## src/rtl/ppgen_serial_if.sv

```systemverilog
// ----------------------------------------------------------------------------
// ppgen_serial_if
//   Bundles the operand-in and row-beat-out handshakes of ppgen_serial.
//   Parameters DW (operand width / row count) and RPC (rows per beat) must
//   match the attached ppgen_serial instance.
//   Signals:
//     in_valid / in_ready       operand pair handshake
//     in_muld, in_mulr          multiplicand, multiplier (DW bits each)
//     in_signed                 1 = Baugh-Wooley signed rows
//     out_valid / out_ready     row beat handshake
//     out_rows                  RPC rows of DW bits, lowest row in low bits
//     out_row_idx               index of first row carried by the beat
//     out_last                  final beat of the operation
//     out_signed                signed flag captured with the operands
//   Modports:
//     master  - operand producer / beat consumer (testbench, upstream logic)
//     slave   - the partial-product generator itself
// ----------------------------------------------------------------------------
interface ppgen_serial_if #(
    parameter int DW  = 8,
    parameter int RPC = 2
) ();
    localparam int IDXW = (DW > 1) ? $clog2(DW) : 1;

    logic                  in_valid;
    logic                  in_ready;
    logic [DW-1:0]         in_muld;
    logic [DW-1:0]         in_mulr;
    logic                  in_signed;
    logic                  out_valid;
    logic                  out_ready;
    logic [RPC*DW-1:0]     out_rows;
    logic [IDXW-1:0]       out_row_idx;
    logic                  out_last;
    logic                  out_signed;

    modport master (
        output in_valid, in_muld, in_mulr, in_signed, out_ready,
        input  in_ready, out_valid, out_rows, out_row_idx, out_last, out_signed
    );

    modport slave (
        input  in_valid, in_muld, in_mulr, in_signed, out_ready,
        output in_ready, out_valid, out_rows, out_row_idx, out_last, out_signed
    );
endinterface

```

## src/rtl/ppgen_serial.sv

```systemverilog
// ----------------------------------------------------------------------------
// ppgen_serial
//   Row-serial partial-product generator. Captures one muld/mulr pair and
//   emits its DW partial-product rows, RPC rows per beat, over DW/RPC beats.
//   Supports Baugh-Wooley signed rows (downstream adds 2^DW + 2^(2DW-1))
//   and approximate truncation of columns 0..TRUNC-1.
//   Ports:
//     clk   in  rising-edge clock
//     rst   in  asynchronous reset, active-high
//     bus   ppgen_serial_if.slave (operand in / row beat out handshakes)
// ----------------------------------------------------------------------------
module ppgen_serial #(
    parameter int DW    = 8,
    parameter int RPC   = 2,
    parameter int TRUNC = 0
) (
    input  logic           clk,
    input  logic           rst,
    ppgen_serial_if.slave  bus
);
    localparam int NBEATS = DW / RPC;
    localparam int BW     = (NBEATS > 1) ? $clog2(NBEATS) : 1;
    localparam int IDXW   = (DW > 1) ? $clog2(DW) : 1;
    localparam logic [BW-1:0] LAST_BEAT = BW'(NBEATS - 1);

    generate
        if ((DW % RPC) != 0) begin : g_bad_rpc
            $error("ppgen_serial: RPC must divide DW");
        end
        if ($bits(bus.in_muld) != DW || $bits(bus.out_rows) != RPC * DW) begin : g_bad_if
            $error("ppgen_serial: interface parameters do not match DW/RPC");
        end
    endgenerate

    typedef enum logic {S_IDLE, S_EMIT} state_t;

    state_t          state_q, state_d;
    logic [BW-1:0]   beat_q, beat_d;
    logic [DW-1:0]   muld_q, mulr_q;
    logic            signed_q;
    logic            load;
    logic            in_ready;
    logic            out_valid;
    logic            out_last;
    logic [IDXW-1:0] row_base;
    logic [RPC*DW-1:0] rows;

    // ------------------------------------------------------------------
    // State register
    // ------------------------------------------------------------------
    always_ff @(posedge clk or posedge rst) begin
        if (rst) begin
            state_q  <= S_IDLE;
            beat_q   <= '0;
            muld_q   <= '0;
            mulr_q   <= '0;
            signed_q <= 1'b0;
        end else begin
            state_q <= state_d;
            beat_q  <= beat_d;
            if (load) begin
                muld_q   <= bus.in_muld;
                mulr_q   <= bus.in_mulr;
                signed_q <= bus.in_signed;
            end
        end
    end

    assign out_last = (state_q == S_EMIT) && (beat_q == LAST_BEAT);

    // ------------------------------------------------------------------
    // Next-state / handshake logic
    // ------------------------------------------------------------------
    always_comb begin
        state_d   = state_q;
        beat_d    = beat_q;
        load      = 1'b0;
        in_ready  = 1'b0;
        out_valid = 1'b0;
        case (state_q)
            S_IDLE: begin
                in_ready = 1'b1;
                if (bus.in_valid) begin
                    load    = 1'b1;
                    beat_d  = '0;
                    state_d = S_EMIT;
                end
            end
            S_EMIT: begin
                out_valid = 1'b1;
                if (bus.out_ready) begin
                    if (out_last) begin
                        // Last beat leaving: take the next op in the same
                        // cycle so back-to-back ops have no bubble.
                        in_ready = 1'b1;
                        beat_d   = '0;
                        if (bus.in_valid) begin
                            load = 1'b1;
                        end else begin
                            state_d = S_IDLE;
                        end
                    end else begin
                        beat_d = beat_q + 1'b1;
                    end
                end
            end
            default: begin
                state_d = S_IDLE;
            end
        endcase
    end

    // ------------------------------------------------------------------
    // Row generation from registered operands only
    // ------------------------------------------------------------------
    assign row_base = IDXW'(int'(beat_q) * RPC);

    generate
        for (genvar gi = 0; gi < RPC; gi++) begin : g_row
            logic [IDXW-1:0] row_k;
            logic            is_top;
            logic            sel;

            assign row_k  = row_base + IDXW'(gi);
            assign is_top = (row_k == IDXW'(DW - 1));
            assign sel    = mulr_q[row_k];

            for (genvar gj = 0; gj < DW; gj++) begin : g_bit
                localparam logic MSB_COL = (gj == DW - 1);
                logic pp;
                logic inv;
                logic keep;

                assign pp   = sel & muld_q[gj];
                // Baugh-Wooley: invert the MSB column of every row except
                // the top one, and every non-MSB column of the top row.
                // The (top, MSB) corner stays plain.
                assign inv  = signed_q & (is_top ^ MSB_COL);
                // Truncation acts on the final bit value, after inversion.
                assign keep = (int'(row_k) + gj) >= TRUNC;
                assign rows[DW*gi+gj] = (pp ^ inv) & keep;
            end
        end
    endgenerate

    assign bus.in_ready    = in_ready;
    assign bus.out_valid   = out_valid;
    assign bus.out_rows    = out_valid ? rows : '0;
    assign bus.out_row_idx = row_base;
    assign bus.out_last    = out_last;
    assign bus.out_signed  = signed_q;

endmodule

```

## src/flat_wrapper.sv

```systemverilog
// flat-port wrapper written by rule: the top's interface ports become plain ports
module ppgen_serial_flat 
#(
    parameter int DW    = 8,
    parameter int RPC   = 2,
    parameter int TRUNC = 0
)
  (clk, rst, bus_in_valid, bus_in_muld, bus_in_mulr, bus_in_signed, bus_out_ready, bus_in_ready, bus_out_valid, bus_out_rows, bus_out_row_idx, bus_out_last, bus_out_signed);
  ppgen_serial_if #(.DW(DW), .RPC(RPC)) bus_i ();
  input  logic clk;
  input  logic rst;
  input wire logic [$bits(bus_i.in_valid)-1:0] bus_in_valid;
  input wire logic [$bits(bus_i.in_muld)-1:0] bus_in_muld;
  input wire logic [$bits(bus_i.in_mulr)-1:0] bus_in_mulr;
  input wire logic [$bits(bus_i.in_signed)-1:0] bus_in_signed;
  input wire logic [$bits(bus_i.out_ready)-1:0] bus_out_ready;
  output wire logic [$bits(bus_i.in_ready)-1:0] bus_in_ready;
  output wire logic [$bits(bus_i.out_valid)-1:0] bus_out_valid;
  output wire logic [$bits(bus_i.out_rows)-1:0] bus_out_rows;
  output wire logic [$bits(bus_i.out_row_idx)-1:0] bus_out_row_idx;
  output wire logic [$bits(bus_i.out_last)-1:0] bus_out_last;
  output wire logic [$bits(bus_i.out_signed)-1:0] bus_out_signed;
  assign bus_i.in_valid = bus_in_valid;
  assign bus_i.in_muld = bus_in_muld;
  assign bus_i.in_mulr = bus_in_mulr;
  assign bus_i.in_signed = bus_in_signed;
  assign bus_i.out_ready = bus_out_ready;
  assign bus_in_ready = bus_i.in_ready;
  assign bus_out_valid = bus_i.out_valid;
  assign bus_out_rows = bus_i.out_rows;
  assign bus_out_row_idx = bus_i.out_row_idx;
  assign bus_out_last = bus_i.out_last;
  assign bus_out_signed = bus_i.out_signed;
  ppgen_serial #(.DW(DW), .RPC(RPC), .TRUNC(TRUNC)) u_core (.clk(clk), .rst(rst), .bus(bus_i));
endmodule
```

## config.mk

```make
export PLATFORM = sky130hd
export DESIGN_NAME = ppgen_serial_flat
export DESIGN_NICKNAME = d
export VERILOG_FILES = /design/src/rtl/ppgen_serial_if.sv /design/src/rtl/ppgen_serial.sv /design/src/flat_wrapper.sv
export SDC_FILE = /design/constraint.sdc
export NUM_CORES = 1
export LEC_CHECK = 0
export CAP_MARGIN = 20
export CORE_ASPECT_RATIO = 0.8
export CORE_MARGIN = 4
export CORE_UTILIZATION = 52
export CTS_CLUSTER_SIZE = 16
export DETAILED_ROUTE_END_ITERATION = 12
export DONT_BUFFER_PORTS = 1
export PLACE_DENSITY_LB_ADDON = 0.25
export SETUP_SLACK_MARGIN = 0.15
export SLEW_MARGIN = 20
export SYNTH_ARGS = -nofsm -noshare
export SYNTH_HDL_FRONTEND = slang
export SYNTH_SLANG_ARGS = --single-unit
```

## constraint.sdc

```tcl
create_clock -name clk -period 2.17 [get_ports clk]
set_clock_uncertainty 0.1 [all_clocks]
set_input_delay 0.5425 -clock clk [delete_from_list [all_inputs] [get_ports clk]]
set_output_delay 0.5425 -clock clk [all_outputs]
set_load 0.02 [all_outputs]
```

==> results of run 1 <==
## registers in the layout, indices dropped and copies added, names as in the netlist
signal and flops:
u_core.muld_q 8, u_core.mulr_q 8, u_core.beat_q 2, u_core.bus.out_signed 1
u_core.state_q 1
## final timing paths
path                             startpoint               end  slack (ns)  depth (start not counted)
max                        u_core.beat_q[0]  bus_out_rows[13]       -0.31                          3
max reg2reg                u_core.beat_q[0]  u_core.muld_q[7]        0.24                          5
min reg2reg                u_core.mulr_q[0]  u_core.mulr_q[0]        0.40                          1
max in group asynchronous               rst  u_core.beat_q[0]        1.29                          1
min in group clk               bus_in_valid    u_core.state_q        0.25                          1
min                                     rst  u_core.mulr_q[3]        0.16                          1
## per-stage QoR
stage | worst slack (ns) | std cells | hold WS (ns) | TNS, ns
floorplan | 0.0182 | 88 | 0.359 | 0
global placement | 0.0507 | 115 | 0.385 | 0
detailed placement | 0.00290 | 115 | 0.380 | 0
CTS | -0.321 | 120 | 0.172 | -3.86
global route | -0.372 | 120 | 0.189 | -4.63
finish | -0.314 | 120 | 0.157 | -3.52
## cells by family after synthesis
group,count (synthesis),synth area share
mux,27,0.302
simple gates,27,0.134
flops,20,0.477
compound gates,7,0.0429
buf+inv,5,0.0286
fa+ha+maj,1,0.0119
other cells,1,0.00358
## per-layer routing
| layer | part of all wire | wire, um | track usage |
|---|---|---|---|
| met2 | 0.49 | 1150 | 0.313 |
| met1 | 0.41 | 980 | 0.202 |
| met4 | 0 | 0 | 0.0417 |
| met3 | 0.097 | 230 | 0.0794 |
| met5 | 0 | 0 | 0 |
## worst reg2reg max path, delay by kind of cell (launching register included)
kind	cells	cell delay, ns
buffers and inverters	1	0.16
AO/OA/AOI/OAI	1	0.25
flip-flops	1	0.47
multiplexers	1	0.36
AND/OR/NAND/NOR	1	0.22
adder cells (fa/ha/maj)	1	0.25
## layout make-up
class,count,area [sq um]
sequential,20,502
inverter,2,7.51
multi-input combinational,64,687
fill,146,581
tap,24,30.0
timing repair buffer,6,48.8
clock buffer,4,36.3
## report_power, final
group | internal (uW) | switching, uW
sequential | 551 | 166
combinational | 631 | 807
clock | 102 | 110
total | 1280 | 1080
## synthesized netlist by cell type (all sizes together), types with 2 or more instances
cell / instances
dfrtp: 20
mux2: 17
nand2: 13
and3: 9
mux2i: 8
a21oi: 2
buf: 2
inv: 2
mux4: 2
nand2b: 2
o21a: 2
o21ai: 2
## repair_timing
item                                    4_1_cts  5_1_grt
pin swaps                                     5        3
endpoints found under the setup margin       34       18
cloned                                        1        0
setup buffers                                 0        0
resized for setup                            13        5
==> impl_metrics.csv, run 1 <==
group,metric,value,unit
outcome,status,"complete, but fails checks",
outcome,violations,"negative setup slack",
critical_path,max_stage_delay,0.63,ns
synthesis,synth.top_cell.area_share,0.477,
detailed_routing,firstDrtPassIters,4,
min_path,hold_class,"input pin to async pin",
critical_path,crit_family,"multiplexers",
synthesis,yosysTopAreaCell,"dfrtp_1",
sta,hold_viol_final,0,
power,p_leak,0.000586,uW
synthesis,synth_nets,110,
clock_tree,clock_latency,0.30,ns
cells_and_area,layout_commonest_cell,"dfrtp_1",
clock_tree,cts_buffer_depth,2,
detailed_routing,wl_per_cell,19.7,um
critical_path,critical_path_class,"flop to output port",
power,power_density,1810,nW/um^2
clock_tree,htree_levels,1,
sta,finalCritPeriodShare,1.14,
cells_and_area,n_antenna_cell,0,
die,die_y,48.2,um
power,power,2370,uW
die,die_x,58.2,um
sta,relSlewSlack,0.488,
detailed_routing,drt_iter0_markers,15,
clock_tree,clockRootBuffer,"clkbuf_4",
sta,rsz0062_at_grt,"true",
cells_and_area,layout_common_cells,"19 x dfrtp_1, 17 x mux2_1, 7 x nand2_2, 7 x mux2i_4, 6 x and3_1",
detailed_routing,wl,2370,um
grt,grt_pass1_wl,3480,um
clock_tree,cts_buffers,3,
power,max-vdd-ir-drop,0.971,mV
die,initial_core_util,0.554,
critical_path,critPathMaxFanout,5,
die,die-area,2800,sq um
critical_path,crit_chain,"mux4_2 > nand2_2 > mux2i_4",
synthesis,ys_warn_count,0,
cells_and_area,fin_util,0.693,
grt,track_usage,0.176,
cells_and_area,area_growth,25.1,%
die,row_count,14,
sta,setup_viol,16,
sta,worstMarginPinSlew,0.768,ns
die,io_pins,44,
clock_tree,cts_sinks,20,
synthesis,ys_top_cells_by_area,"dfrtp_1 48%, mux2_1 18%, mux2i_1 7.6%, and3_1 5.4%, mux4_2 4.3%",
synthesis,avgSynthCellArea,11.9,sq um
placement,place_congestion,0.731,
grt,overflow,0,
detailed_routing,drc,0,
synthesis,synth_seq_cells,20,
clock_tree,cts_hold_buf,0,
sta,setup_ws,-0.314,ns
critical_path,critPathSlowestCell,"mux4_2",
placement,place_hpwl,1680,um
sta,slew_viol_final,0,
detailed_routing,antenna_left,0,
synthesis,synth_edf_count,0,
synthesis,yosysSeqAreaShare,0.477,
cells_and_area,nets,119,
clock_tree,clk_pin_slew,0.11,ns
critical_path,cp_data_arrival_time,1.84,ns
critical_path,cp_data_required_time,1.53,ns
critical_path,crit_buf_inv,0,
detailed_routing,vias_per_cell,6.02,
sta,max_freq,403,MHz
clock_tree,cts_tree,"built",
synthesis,netlist_area,1050,sq um
cells_and_area,final_area,1310,sq um
sta,layout_min_cycle_time,2.48,ns
critical_path,endpoint_kind,"output port",
placement,post_dp_cell_area,1200,sq um
synthesis,synth_cell_type_count,22,
cells_and_area,layout-drive-gt1-share,0.396,
detailed_routing,num_vias,722,
synthesis,synthCells,88,
run,cap_violations,0,
placement,port_buffers,0,
die,core_area,1890,sq um
critical_path,cp-start-kind,"flop",
grt,grt_max_degree,21,
grt,grt_pass1_vias,726,
synthesis,synth-async-reset-ratio,1.00,
synthesis,synth_ff_type,"dfrtp_1",
grt,antenna_found_initial,0,
Note: power is estimated with default switching activity, not from simulation.
==> run 2: changes to the inputs <==
--- a/config.mk
+++ b/config.mk
@@ -6,13 +6,16 @@
 export NUM_CORES = 1
 export LEC_CHECK = 0
 export CAP_MARGIN = 20
+export CELL_PAD_IN_SITES_DETAIL_PLACEMENT = 2
+export CELL_PAD_IN_SITES_GLOBAL_PLACEMENT = 2
 export CORE_ASPECT_RATIO = 0.8
 export CORE_MARGIN = 4
-export CORE_UTILIZATION = 52
+export CORE_UTILIZATION = 37
+export CTS_CLUSTER_DIAMETER = 60
 export CTS_CLUSTER_SIZE = 16
 export DETAILED_ROUTE_END_ITERATION = 12
 export DONT_BUFFER_PORTS = 1
-export PLACE_DENSITY_LB_ADDON = 0.25
+export PLACE_DENSITY = 0.73
 export SETUP_SLACK_MARGIN = 0.15
 export SLEW_MARGIN = 20
 export SYNTH_ARGS = -nofsm -noshare
==> run 2 against run 1 <==
  * Wire length increased by 41%
  * The run still ends with negative setup slack left
  * Largest cell class unchanged
  * Worst hold slack got worse by 0.12 ns
  * Setup slack got worse by 0.020 ns
  * Via count increased by 7.9%
  * Cell count increased by 15%
==> impl_metrics.csv, run 2 (synthesis gave the netlist of run 1 again) <==
group,metric,value,unit
outcome,status,"complete, but fails checks",
outcome,violations,"negative setup slack",
power,power,2650,uW
sta,layout_min_cycle_time,2.50,ns
critical_path,ff2ff_setup_slack,0.31,ns
min_path,hold_class,"input pin to async pin",
clock_tree,cts_sinks,20,
placement,post_dp_cell_area,1250,sq um
sta,rsz0062_at_grt,"true",
sta,setup_viol,16,
critical_path,cp_data_required_time,1.53,ns
placement,place_congestion,0.673,
critical_path,rr_endpoint,"u_core.mulr_q[4]",
run,cap_violations,0,
critical_path,endpoint_kind,"output port",
detailed_routing,routed.top_layer,"met4",
grt,overflow,0,
critical_path,endpoint,"bus_out_rows[15]",
clock_tree,cts_hold_buf,0,
power,power_density,1850,nW/um^2
cells_and_area,final_area,1440,sq um
grt,grt_pass1_vias,877,
detailed_routing,num_vias,779,
die,die_x,67.5,um
die,die_y,55.6,um
critical_path,cp_data_arrival_time,1.86,ns
clock_tree,cts_tree,"built",
clock_tree,clockRootBuffer,"clkbuf_4",
detailed_routing,vias_per_cell,5.64,
cells_and_area,n_antenna_cell,0,
sta,finalCritPeriodShare,1.15,
sta,hold_viol_final,0,
placement,place_hpwl,2250,um
detailed_routing,wl_met1,1330,um
cells_and_area,nets,125,
critical_path,cp-start-kind,"flop",
critical_path,r2r-start,"u_core.beat_q[0]",
cells_and_area,fin_util,0.556,
clock_tree,clock_latency,0.31,ns
clock_tree,cts_buffer_depth,2,
critical_path,critical_path_class,"flop to output port",
grt,grt_max_degree,21,
detailed_routing,firstDrtPassIters,3,
die,row_count,16,
grt,track_usage,0.183,
critical_path,startpoint,"u_core.beat_q[0]",
die,die-area,3750,sq um
detailed_routing,wl_met2,1740,um
clock_tree,clk_pin_slew,0.12,ns
die,io_pins,44,
critical_path,r2r_cells,6,
detailed_routing,wl_per_cell,24.1,um
sta,setup_ws,-0.335,ns
grt,grt_pass1_wl,5040,um
grt,antenna_found_initial,0,
sta,fin_tns_setup,-4.09,ns
sta,max_freq,399,MHz
cells_and_area,fin_cells,138,
placement,post-place-cells,131,
die,core_area,2580,sq um
placement,port_buffers,0,
detailed_routing,antenna_left,0,
clock_tree,htree_levels,1,
cells_and_area,area_growth,36.9,%
cells_and_area,layout_common_cells,"17 x mux2_1, 17 x dfrtp_1, 9 x buf_4, 8 x nand2_2, 8 x and3_4",
detailed_routing,drt_iter0_markers,14,
critical_path,critPathMaxFanout,5,
clock_tree,cts_buffers,3,
power,p_leak,0.000608,uW
power,max-vdd-ir-drop,0.744,mV
detailed_routing,wl,3330,um
cells_and_area,top_regs,"u_core.muld_q x8, u_core.mulr_q x8, u_core.beat_q x2",
detailed_routing,wl_met3,236,um
sta,slew_viol_final,0,
die,initial_core_util,0.406,
detailed_routing,drc,0,
cells_and_area,layout-drive-gt1-share,0.520,
==> run 2: through the flow <==
| stage | hold slack [ns] | setup slack (ns) |
|---|---|---|
| after detailed placement | 0.386 | -0.0348 |
| after floorplan | 0.359 | 0.0182 |
| after global routing | 0.0524 | -0.424 |
| after global placement | 0.377 | 0.0174 |
| after CTS | 0.0281 | -0.373 |
| final | 0.0384 | -0.335 |
==> run 2: what timing repair did <==
item / CTS / global route
endpoints found under the setup margin: 17 / 18
buffers inserted: 1 / 1
gates cloned: 1 / 0
gates resized for setup: 28 / 7
pin swaps: 5 / 3
==> run 2: routing by layer <==
layer | vias to the layer above | track usage
li1 | 343 | -
met1 | 406 | 0.211
met2 | 28 | 0.316
met3 | 2 | 0.0788
met4 | 0 | 0.0260
met5 | - | 0
==> run 2: final cells by class <==
class,instances,area [sq um]
well taps,36,45.0
repair buffers,12,110
fillers,254,1150
flip-flops and latches,20,504
multi-input cells,64,732
inverters,2,7.51
clock buffers,4,36.3
==> run 2: how the worst min path moves through the flow <==
stage                                 from                to  cells after the start
after floorplan           u_core.mulr_q[4]  u_core.mulr_q[4]                      1
after global placement                 rst  u_core.mulr_q[6]                      2
after detailed placement               rst  u_core.mulr_q[0]                      2
after CTS                              rst  u_core.mulr_q[0]                      2
after global routing                   rst  u_core.mulr_q[7]                      2
final                                  rst  u_core.mulr_q[0]                      2
==> run 2: power by group <==
part	switching (uW)	internal, uW	total [uW]	leakage [uW]
sequential	201	553	753	0.000235
clock	127	103	230	0.0000210
combinational	894	777	1670	0.000352
==> run 2: worst max-delay path, stage by stage (launching register included) <==
cell and delay (ns):
dfrtp_2 0.47, buf_4 0.16, ha_4 0.18, or2b_2 0.31, and3_1 0.19, o21a_2 0.24
